$ cat src/rtl/fetch_unit.sv
// Instruction fetch stage: owns the PC, keeps one imem request in flight and hands the fetched
// word plus its PC to decode over a valid/ready handshake; execute-stage redirects flush it.
module fetch_unit #(
  parameter int                             INSTRUCTION_BITSIZE = 32,
  parameter logic [INSTRUCTION_BITSIZE-1:0] RESET_PC            = {INSTRUCTION_BITSIZE{1'b0}}
) (
  input  logic                           clk,
  input  logic                           rst_n,
  input  logic                           redirect_valid,
  input  logic [INSTRUCTION_BITSIZE-1:0] redirect_target,
  output logic                           imem_req_valid,
  input  logic                           imem_req_ready,
  output logic [INSTRUCTION_BITSIZE-1:0] imem_req_addr,
  input  logic                           imem_rsp_valid,
  input  logic [INSTRUCTION_BITSIZE-1:0] imem_rsp_data,
  output logic                           if_valid,
  input  logic                           if_ready,
  output logic [INSTRUCTION_BITSIZE-1:0] if_instr,
  output logic [INSTRUCTION_BITSIZE-1:0] if_pc
);

  localparam int W = INSTRUCTION_BITSIZE;
  localparam logic [W-1:0] PC_STEP = {{(W-3){1'b0}}, 3'b100};

  typedef enum logic [1:0] {
    ST_REQ  = 2'd0,
    ST_WAIT = 2'd1,
    ST_HOLD = 2'd2
  } state_e;

  state_e       state_q, state_d;
  logic [W-1:0] pc_q, pc_d;
  logic         drop_q, drop_d;
  logic         active_q;
  logic         if_valid_q, if_valid_d;
  logic [W-1:0] if_instr_q, if_instr_d;
  logic [W-1:0] if_pc_q, if_pc_d;

  logic [W-1:0] redirect_pc_s;
  logic         req_fire_s;

  assign redirect_pc_s = {redirect_target[W-1:2], 2'b00};
  assign req_fire_s    = imem_req_valid & imem_req_ready;

  // State register; active_q keeps the request line low until the first edge after reset release.
  always_ff @(posedge clk or negedge rst_n) begin
    if (!rst_n) begin
      state_q    <= ST_REQ;
      pc_q       <= RESET_PC;
      drop_q     <= 1'b0;
      active_q   <= 1'b0;
      if_valid_q <= 1'b0;
      if_instr_q <= {W{1'b0}};
      if_pc_q    <= {W{1'b0}};
    end else begin
      state_q    <= state_d;
      pc_q       <= pc_d;
      drop_q     <= drop_d;
      active_q   <= 1'b1;
      if_valid_q <= if_valid_d;
      if_instr_q <= if_instr_d;
      if_pc_q    <= if_pc_d;
    end
  end

  // Next-state and datapath update; a redirect overrides the PC in every state.
  always_comb begin
    state_d    = state_q;
    pc_d       = redirect_valid ? redirect_pc_s : pc_q;
    drop_d     = drop_q;
    if_valid_d = if_valid_q;
    if_instr_d = if_instr_q;
    if_pc_d    = if_pc_q;
    case (state_q)
      ST_REQ: begin
        if (req_fire_s) begin
          // The old address has already been accepted, so its response must be discarded.
          state_d = ST_WAIT;
          drop_d  = redirect_valid;
        end else begin
          state_d = ST_REQ;
        end
      end
      ST_WAIT: begin
        if (imem_rsp_valid) begin
          if (drop_q || redirect_valid) begin
            drop_d  = 1'b0;
            state_d = ST_REQ;
          end else begin
            if_instr_d = imem_rsp_data;
            if_pc_d    = pc_q;
            if_valid_d = 1'b1;
            pc_d       = pc_q + PC_STEP;
            state_d    = ST_HOLD;
          end
        end else begin
          drop_d = drop_q | redirect_valid;
        end
      end
      ST_HOLD: begin
        if (redirect_valid || if_ready) begin
          if_valid_d = 1'b0;
          state_d    = ST_REQ;
        end else begin
          state_d = ST_HOLD;
        end
      end
      default: begin
        state_d    = ST_REQ;
        drop_d     = 1'b0;
        if_valid_d = 1'b0;
      end
    endcase
  end

  // Output decode from registered state only.
  always_comb begin
    imem_req_valid = active_q && (state_q == ST_REQ);
    imem_req_addr  = pc_q;
    if_valid       = if_valid_q;
    if_instr       = if_instr_q;
    if_pc          = if_pc_q;
  end

endmodule

$ cat config.mk
export PLATFORM = sky130hd
export DESIGN_NAME = fetch_unit
export DESIGN_NICKNAME = d
export VERILOG_FILES = /design/src/rtl/fetch_unit.sv
export SDC_FILE = /design/constraint.sdc
export NUM_CORES = 1
export LEC_CHECK = 0
export ABC_AREA = 1
export BUFFER_PORTS_ARGS = -buffer_cell sky130_fd_sc_hd__buf_2
export CAP_MARGIN = 20
export CORE_AREA = 2 2 103 105
export DETAILED_ROUTE_END_ITERATION = 12
export DIE_AREA = 0 0 105 107
export PLACE_DENSITY = 0.78
export SLEW_MARGIN = 40
export SYNTH_ARGS = -nofsm -noshare
export SYNTH_HDL_FRONTEND = slang
export SYNTH_SLANG_ARGS = --single-unit
$ cat constraint.sdc
create_clock -name clk -period 1.95 [get_ports clk]
set_input_delay 0.2925 -clock clk [delete_from_list [all_inputs] [get_ports clk]]
set_output_delay 0.2925 -clock clk [all_outputs]
set_load 0.02 [all_outputs]
# Yosys cells after proc, flatten, opt, wreduce, memory -nomap -nowiden
# Index checks and enable logic that the tools add are counted.
# Widths: inputs -> output; s select.
[totals] reg_bits=101 in_bits=70 output_inout_bits=98 elab_cells=44
[classes] n_addsub=1 eq_ne=7 n_mux=17 bitwise=5 reduce_logical=7
[op_table] operator="$mux 32" count=4
[op_table] operator="$add 32x3->32 const B" count=1
[op_table] operator="$ne 2x2->1 const B" count=4
[op_table] operator="$mux 1" count=7
[op_table] operator="$mux 2" count=3
[op_table] operator="$pmux 1 s3" count=2
[op_table] operator="$pmux 2 s3" count=1
[op_table] operator="$reduce_and 3->1" count=2
[op_table] operator="$reduce_and 4->1" count=1
[op_table] operator="$ne 3x3->1 const B" count=1
[op_table] operator="$not 1->1" count=3
[op_table] operator="$eq 2x1->1 const B" count=1
[op_table] operator="$eq 2x2->1 const B" count=1
[op_table] operator="$logic_not 2->1" count=1
[op_table] operator="$logic_or 1x1->1" count=2
[op_table] operator="$and 1x1->1" count=1
[op_table] operator="$logic_and 1x1->1" count=1
[op_table] operator="$or 1x1->1" count=1

# Longest topological paths before layout
[depth] ltp_word=5 depth_mapped=9 mapped_depth_nobuf=9

# Least setup slack after synthesis
# OpenSTA, ideal clock, no wires.
[synth_path] kind="register to register" from="register pc_q[3], in the netlist imem_req_addr[3]" to="register pc_q[26], in the netlist imem_req_addr[26]" setup_time_ns=0.121 arrival_time_ns=1.434 slack_ns=0.394 path_stages_with_launch=10 path_buffers=0 path_cell_list="dfrtp_1 ha_1 nand2_1 nor2_1 nand2_1 inv_1 nand2_1 xor2_1 nand2_1 nand2_1"
[synth_via] elab_chain_len=4
[synth_lines] item="start: declaration" line_no="32" text="logic [W-1:0] pc_q, pc_d;"
[synth_lines] item="start signal: assignment" line_no="57" text="pc_q <= pc_d;"
[synth_lines] item="$add 32x3->32" line_no="93" text="pc_d = pc_q + PC_STEP;"
[synth_lines] item="$mux 32" line_no="86" text="if (drop_q || redirect_valid) begin"
[synth_lines] item="$mux 32" line_no="85" text="if (imem_rsp_valid) begin"
[synth_lines] item="$mux 32" line_no="74" text="case (state_q)"
[synth_lines] item="named net pc_d[26]" line_no="32"
# The timed path passes the listed nets, and every way through them passes these cells.
# A chain may end at the register's enable or synchronous reset.

# Worst setup path in the final report
# Same ends and word-level chain as after synthesis.

==> report_table.html <==
<table>
<tr><th>Metric</th><th>Value</th></tr>
<tr><th colspan="2">Timing</th></tr>
<tr><td>Setup-failing EPs final</td><td>0</td></tr>
<tr><td>Setup TNS after final layout</td><td>0 ps</td></tr>
<tr><td>Final Hold Violating Endpoints</td><td>0</td></tr>
<tr><td>Slew Limit Fails</td><td>0</td></tr>
<tr><td>Fin crit share</td><td>86.92%</td></tr>
<tr><td>Setup Skew</td><td>about 7.4 ps</td></tr>
<tr><td>Clock period minus worst slack</td><td>around 1700 ps</td></tr>
<tr><td>Maximum operating frequency</td><td>590.0 MHz</td></tr>
<tr><td>RSZ-0062 raised after global routing</td><td>false</td></tr>
<tr><th colspan="2">Placement</th></tr>
<tr><td>Number of buffers added on ports</td><td>165</td></tr>
<tr><td>Weighted congestion at the end of routability-driven global placement</td><td>0.8550</td></tr>
<tr><td>Placed standard-cell area</td><td>5891 sq um</td></tr>
<tr><td>Hpwl dp</td><td>around 10 mm</td></tr>
<tr><th colspan="2">Final layout</th></tr>
<tr><td>Area of the multi-input gates</td><td>approximately 2100 sq um</td></tr>
<tr><td>Final Cell Area</td><td>6101 sq um</td></tr>
<tr><td>Layout cells sized above 1</td><td>27.46%</td></tr>
<tr><td>Net count of the finished layout</td><td>860</td></tr>
<tr><td>Number of filler instances in the final layout</td><td>approximately 950</td></tr>
<tr><td>Area Growth Syn to Fin</td><td>24.17%</td></tr>
<tr><td>Count of inserted antenna diode cells</td><td>0</td></tr>
<tr><td>Area taken by flip-flops and latches</td><td>~2500 sq um</td></tr>
<tr><th colspan="2">Power and ir drop</th></tr>
<tr><td>Reported leakage power</td><td>roughly 3.2 nW</td></tr>
<tr><td>Maximum resistive drop on vdd</td><td>0.0005875 V</td></tr>
<tr><td>Power per cell area</td><td>1262 nW/um^2</td></tr>
<tr><th colspan="2">Logic synthesis</th></tr>
<tr><td>Netlist area before placement</td><td>4913 sq um</td></tr>
<tr><td>Fraction of post-synthesis cell area in the top cell type by area</td><td>around half</td></tr>
<tr><td>Cell accounting for the most synthesized area</td><td>sky130_fd_sc_hd__dfrtp_1</td></tr>
<tr><td>Ys flop type</td><td>sky130_fd_sc_hd__dfrtp_1</td></tr>
<tr><td>Count of yosys warnings during synthesis</td><td>0</td></tr>
<tr><td>Gate Count Post-Synth</td><td>around 630</td></tr>
<tr><td>Proportion of synthesized chip area in sequential cells</td><td>51.44%</td></tr>
<tr><td>Dominant cells by area after synthesis</td><td>sky130_fd_sc_hd__dfrtp_1 (51%), sky130_fd_sc_hd__nand2_1 (20%), sky130_fd_sc_hd__o21ai_0 (4.0%)</td></tr>
<tr><td>Count of unique library cells instantiated by Yosys</td><td>35</td></tr>
<tr><td>Yosys reg bits</td><td>101</td></tr>
<tr><td>Mean instance size in the synthesized netlist</td><td>between 7 and 8 sq um</td></tr>
<tr><td>Most used standard cell by instance count after synthesis</td><td>sky130_fd_sc_hd__nand2_1</td></tr>
<tr><td>Ys async rst share</td><td>100.0%</td></tr>
<tr><td>Most instantiated cells after synthesis</td><td>sky130_fd_sc_hd__nand2_1 (261), sky130_fd_sc_hd__dfrtp_1 (101), sky130_fd_sc_hd__nor2_1 (46)</td></tr>
<tr><td>Post-synth net total</td><td>approximately 700</td></tr>
<tr><td>Count of flip-flops with a built-in enable after synthesis</td><td>0</td></tr>
<tr><th colspan="2">Setup path</th></tr>
<tr><td>CP max FO</td><td>5</td></tr>
<tr><td>Arrival time reported for the critical path endpoint</td><td>1980 ps</td></tr>
<tr><td>Length in cells of the worst reg-to-reg path</td><td>9</td></tr>
<tr><td>Crit Path Class</td><td>reg2reg</td></tr>
<tr><td>Crit end category</td><td>flip-flop</td></tr>
<tr><td>Master of the slowest instance on the critical path</td><td>sky130_fd_sc_hd__dfrtp_1</td></tr>
<tr><td>Cell class contributing the biggest share of worst-path delay</td><td>simple AND/OR/NAND/NOR gates</td></tr>
<tr><td>Worst EP required</td><td>2230 ps</td></tr>
<tr><td>Most common cell on crit path</td><td>sky130_fd_sc_hd__nand2_1</td></tr>
<tr><td>Cell-by-cell listing of the critical path</td><td>ha_1 -&gt; nand2_1 -&gt; nor2_1 -&gt; nand2_1 -&gt; inv_1 -&gt; nand2_1 -&gt; xor2_1 -&gt; nand2_1 -&gt; nand2_1</td></tr>
<tr><td>Total stage count of the critical path</td><td>9</td></tr>
<tr><td>Delay of the slowest cell on the worst path</td><td>450 ps</td></tr>
<tr><td>Worst path bufs/invs</td><td>1</td></tr>
<tr><td>Type of origin of the critical path</td><td>flip-flop</td></tr>
<tr><th colspan="2">Clocking</th></tr>
<tr><td>Clock slew at the register clock pins of the worst setup and hold paths</td><td>about 110 ps</td></tr>
<tr><td>CTS tree</td><td>done</td></tr>
<tr><td>Buffer depth of the longest clock path</td><td>2</td></tr>
<tr><td>Total CTS buffers</td><td>9</td></tr>
<tr><td>Clock network latency to the later pin of the worst-skew pair</td><td>around 380 ps</td></tr>
<tr><td>Total setup buffers inserted after CTS</td><td>0</td></tr>
<tr><td>CTS Root Cell</td><td>sky130_fd_sc_hd__clkbuf_8</td></tr>
<tr><td>Depth of the CTS H-tree</td><td>3</td></tr>
<tr><td>Clock sinks</td><td>101</td></tr>
<tr><td>CTS resizes</td><td>0</td></tr>
<tr><th colspan="2">Min path</th></tr>
<tr><td>Count of cells along the worst hold path</td><td>3</td></tr>
<tr><td>Hold Crit Class</td><td>in2reg</td></tr>
<tr><th colspan="2">Global route</th></tr>
<tr><td>Number of global-route vias before repair</td><td>roughly 4,400</td></tr>
<tr><td>Global Route Usage Sum</td><td>about a quarter</td></tr>
<tr><td>First-pass GRT wire length</td><td>roughly 22 mm</td></tr>
<tr><td>Initial antenna violation count</td><td>0</td></tr>
<tr><td>Maximum number of pins on one net before global-route repair</td><td>59</td></tr>
<tr><td>GRT overflow</td><td>0</td></tr>
<tr><th colspan="2">Run</th></tr>
<tr><td>Number of maximum-capacitance constraint violations</td><td>0</td></tr>
<tr><th colspan="2">Detailed routing</th></tr>
<tr><td>Average vias per placed instance</td><td>5.108</td></tr>
<tr><td>Drt initial violations</td><td>between 300 and 400</td></tr>
<tr><td>Remaining design rule violation count</td><td>0</td></tr>
<tr><td>Via count of the routed design</td><td>~4,800</td></tr>
<tr><td>DRT Pass-1 Iters</td><td>5</td></tr>
<tr><td>Remaining antenna violation count</td><td>0</td></tr>
<tr><td>Post-Route WL</td><td>13.60 mm</td></tr>
<tr><td>Per-cell routed wire length</td><td>around 15 um</td></tr>
<tr><th colspan="2">Floorplanning</th></tr>
<tr><td>Area of the die</td><td>11,240 sq um</td></tr>
<tr><td>Starting density of the core</td><td>between 40% and 50%</td></tr>
<tr><td>Boundary pin count</td><td>168</td></tr>
<tr><td>Row Count</td><td>37</td></tr>
<tr><td>Floorplan Core Area</td><td>between 10,000 and 15,000 sq um</td></tr>
<tr><td>Floorplan die width</td><td>around 110 um</td></tr>
<tr><td>Vertical die dimension</td><td>~110 um</td></tr>
<tr><th colspan="2">Outcome</th></tr>
<tr><td>Result of the run</td><td>completed</td></tr>
</table>
[metal layers]
metal  wire length [um]  vias up  global-route usage (%)
li1                   -     2314                       -
met1               5746     2211                   31.84
met2               6524      206                   39.94
met3               1084       19                   5.228
met4                240        0                   8.190
met5                  0        -                       0
[worst paths after layout]
| path | startpoint | to | slack, ps |
|---|---|---|---|
| worst max register to register | imem_req_addr[3]$_DFF_PN0_ | imem_req_addr[26]$_DFF_PN0_ | 260 |
| min in group asynchronous | rst_n | if_instr[20]$_DFFE_PN0P_ | 300 |
| worst max-delay path | imem_req_addr[3]$_DFF_PN0_ | imem_req_addr[26]$_DFF_PN0_ | 260 |
| worst min register to register | if_pc[19]$_DFFE_PN0P_ | if_pc[19]$_DFFE_PN0P_ | 480 |
| worst min-delay path | imem_rsp_data[3] | if_instr[3]$_DFFE_PN0P_ | 100 |
| max in group asynchronous | rst_n | if_instr[0]$_DFFE_PN0P_ | 1020 |
[registers in the layout, indices dropped and copies added (netlist names)]
signal and cells:
active_q 1, if_instr 32, state_q 2, if_valid 1, imem_req_addr 32, drop_q 1
if_pc 32
[power by group]
part / switching, mW / internal [mW]
Sequential: 0.485 / 2.85
Combinational: 2.00 / 0.987
Clock: 0.844 / 0.536
[kinds of logic after synthesis]
family / Yosys count / share of synthesized area, %
other: 1 / 0.07632
AOI/OAI and AO/OA: 73 / 8.785
buffers and inverters: 72 / 6.366
adders and majority gates: 1 / 0.2546
DFF: 101 / 51.44
xor gates and xnor gates: 4 / 0.7129
muxes: 1 / 0.2037
and+or+nand+nor: 374 / 32.16
[repair_timing]
action                                  4_1_cts  5_1_grt
hold buffers                                  1        0
endpoints found under the setup margin        0        0
hold endpoints to repair                     15        0
[layout make-up]
class / instances / share of cell area, %
repair buffers: 178 / 15.63
inverters: 45 / 2.769
flip-flops and latches: 101 / 41.43
well taps: 136 / 2.789
clock buffers: 10 / 2.256
clock inverters: 6 / 1.025
multi-input cells: 454 / 34.11
[worst register-to-register path: cells and delay by family (launching register included)]
kind / cells / cell delay [ps]
buf+inv: 1 / 140
fa+ha+maj: 1 / 240
flops: 1 / 450
xor+xnor: 1 / 150
simple gates: 6 / 630
[per-stage QoR]
step           setup WS [ps]  power, mW  hold WS, ps  std cells  util (%)
2_1_floorplan          394.4      5.166       -3.091        627         -
3_3_place_gp           302.1      6.258        167.1        913     58.37
3_5_place_dp           274.4      6.368        170.3        913     58.37
4_1_cts                247.5      7.732        88.17        930     60.45
5_1_grt                84.51      8.158        99.75        930     60.45
6_report               255.1      7.698        100.1        930     60.45
[cell usage in the layout, fill, tap and decap left out, types with 10 or more instances in the layout]
cell	count
sky130_fd_sc_hd__inv_1	45
sky130_fd_sc_hd__buf_2	164
sky130_fd_sc_hd__o211ai_1	15
sky130_fd_sc_hd__dfrtp_1	101
sky130_fd_sc_hd__o21ai_0	39
sky130_fd_sc_hd__nand3_1	32
sky130_fd_sc_hd__buf_4	11
sky130_fd_sc_hd__nand2_1	260
sky130_fd_sc_hd__nor2_1	46
sky130_fd_sc_hd__clkbuf_8	10
No activity file was read; power rests on OpenSTA's default activity.
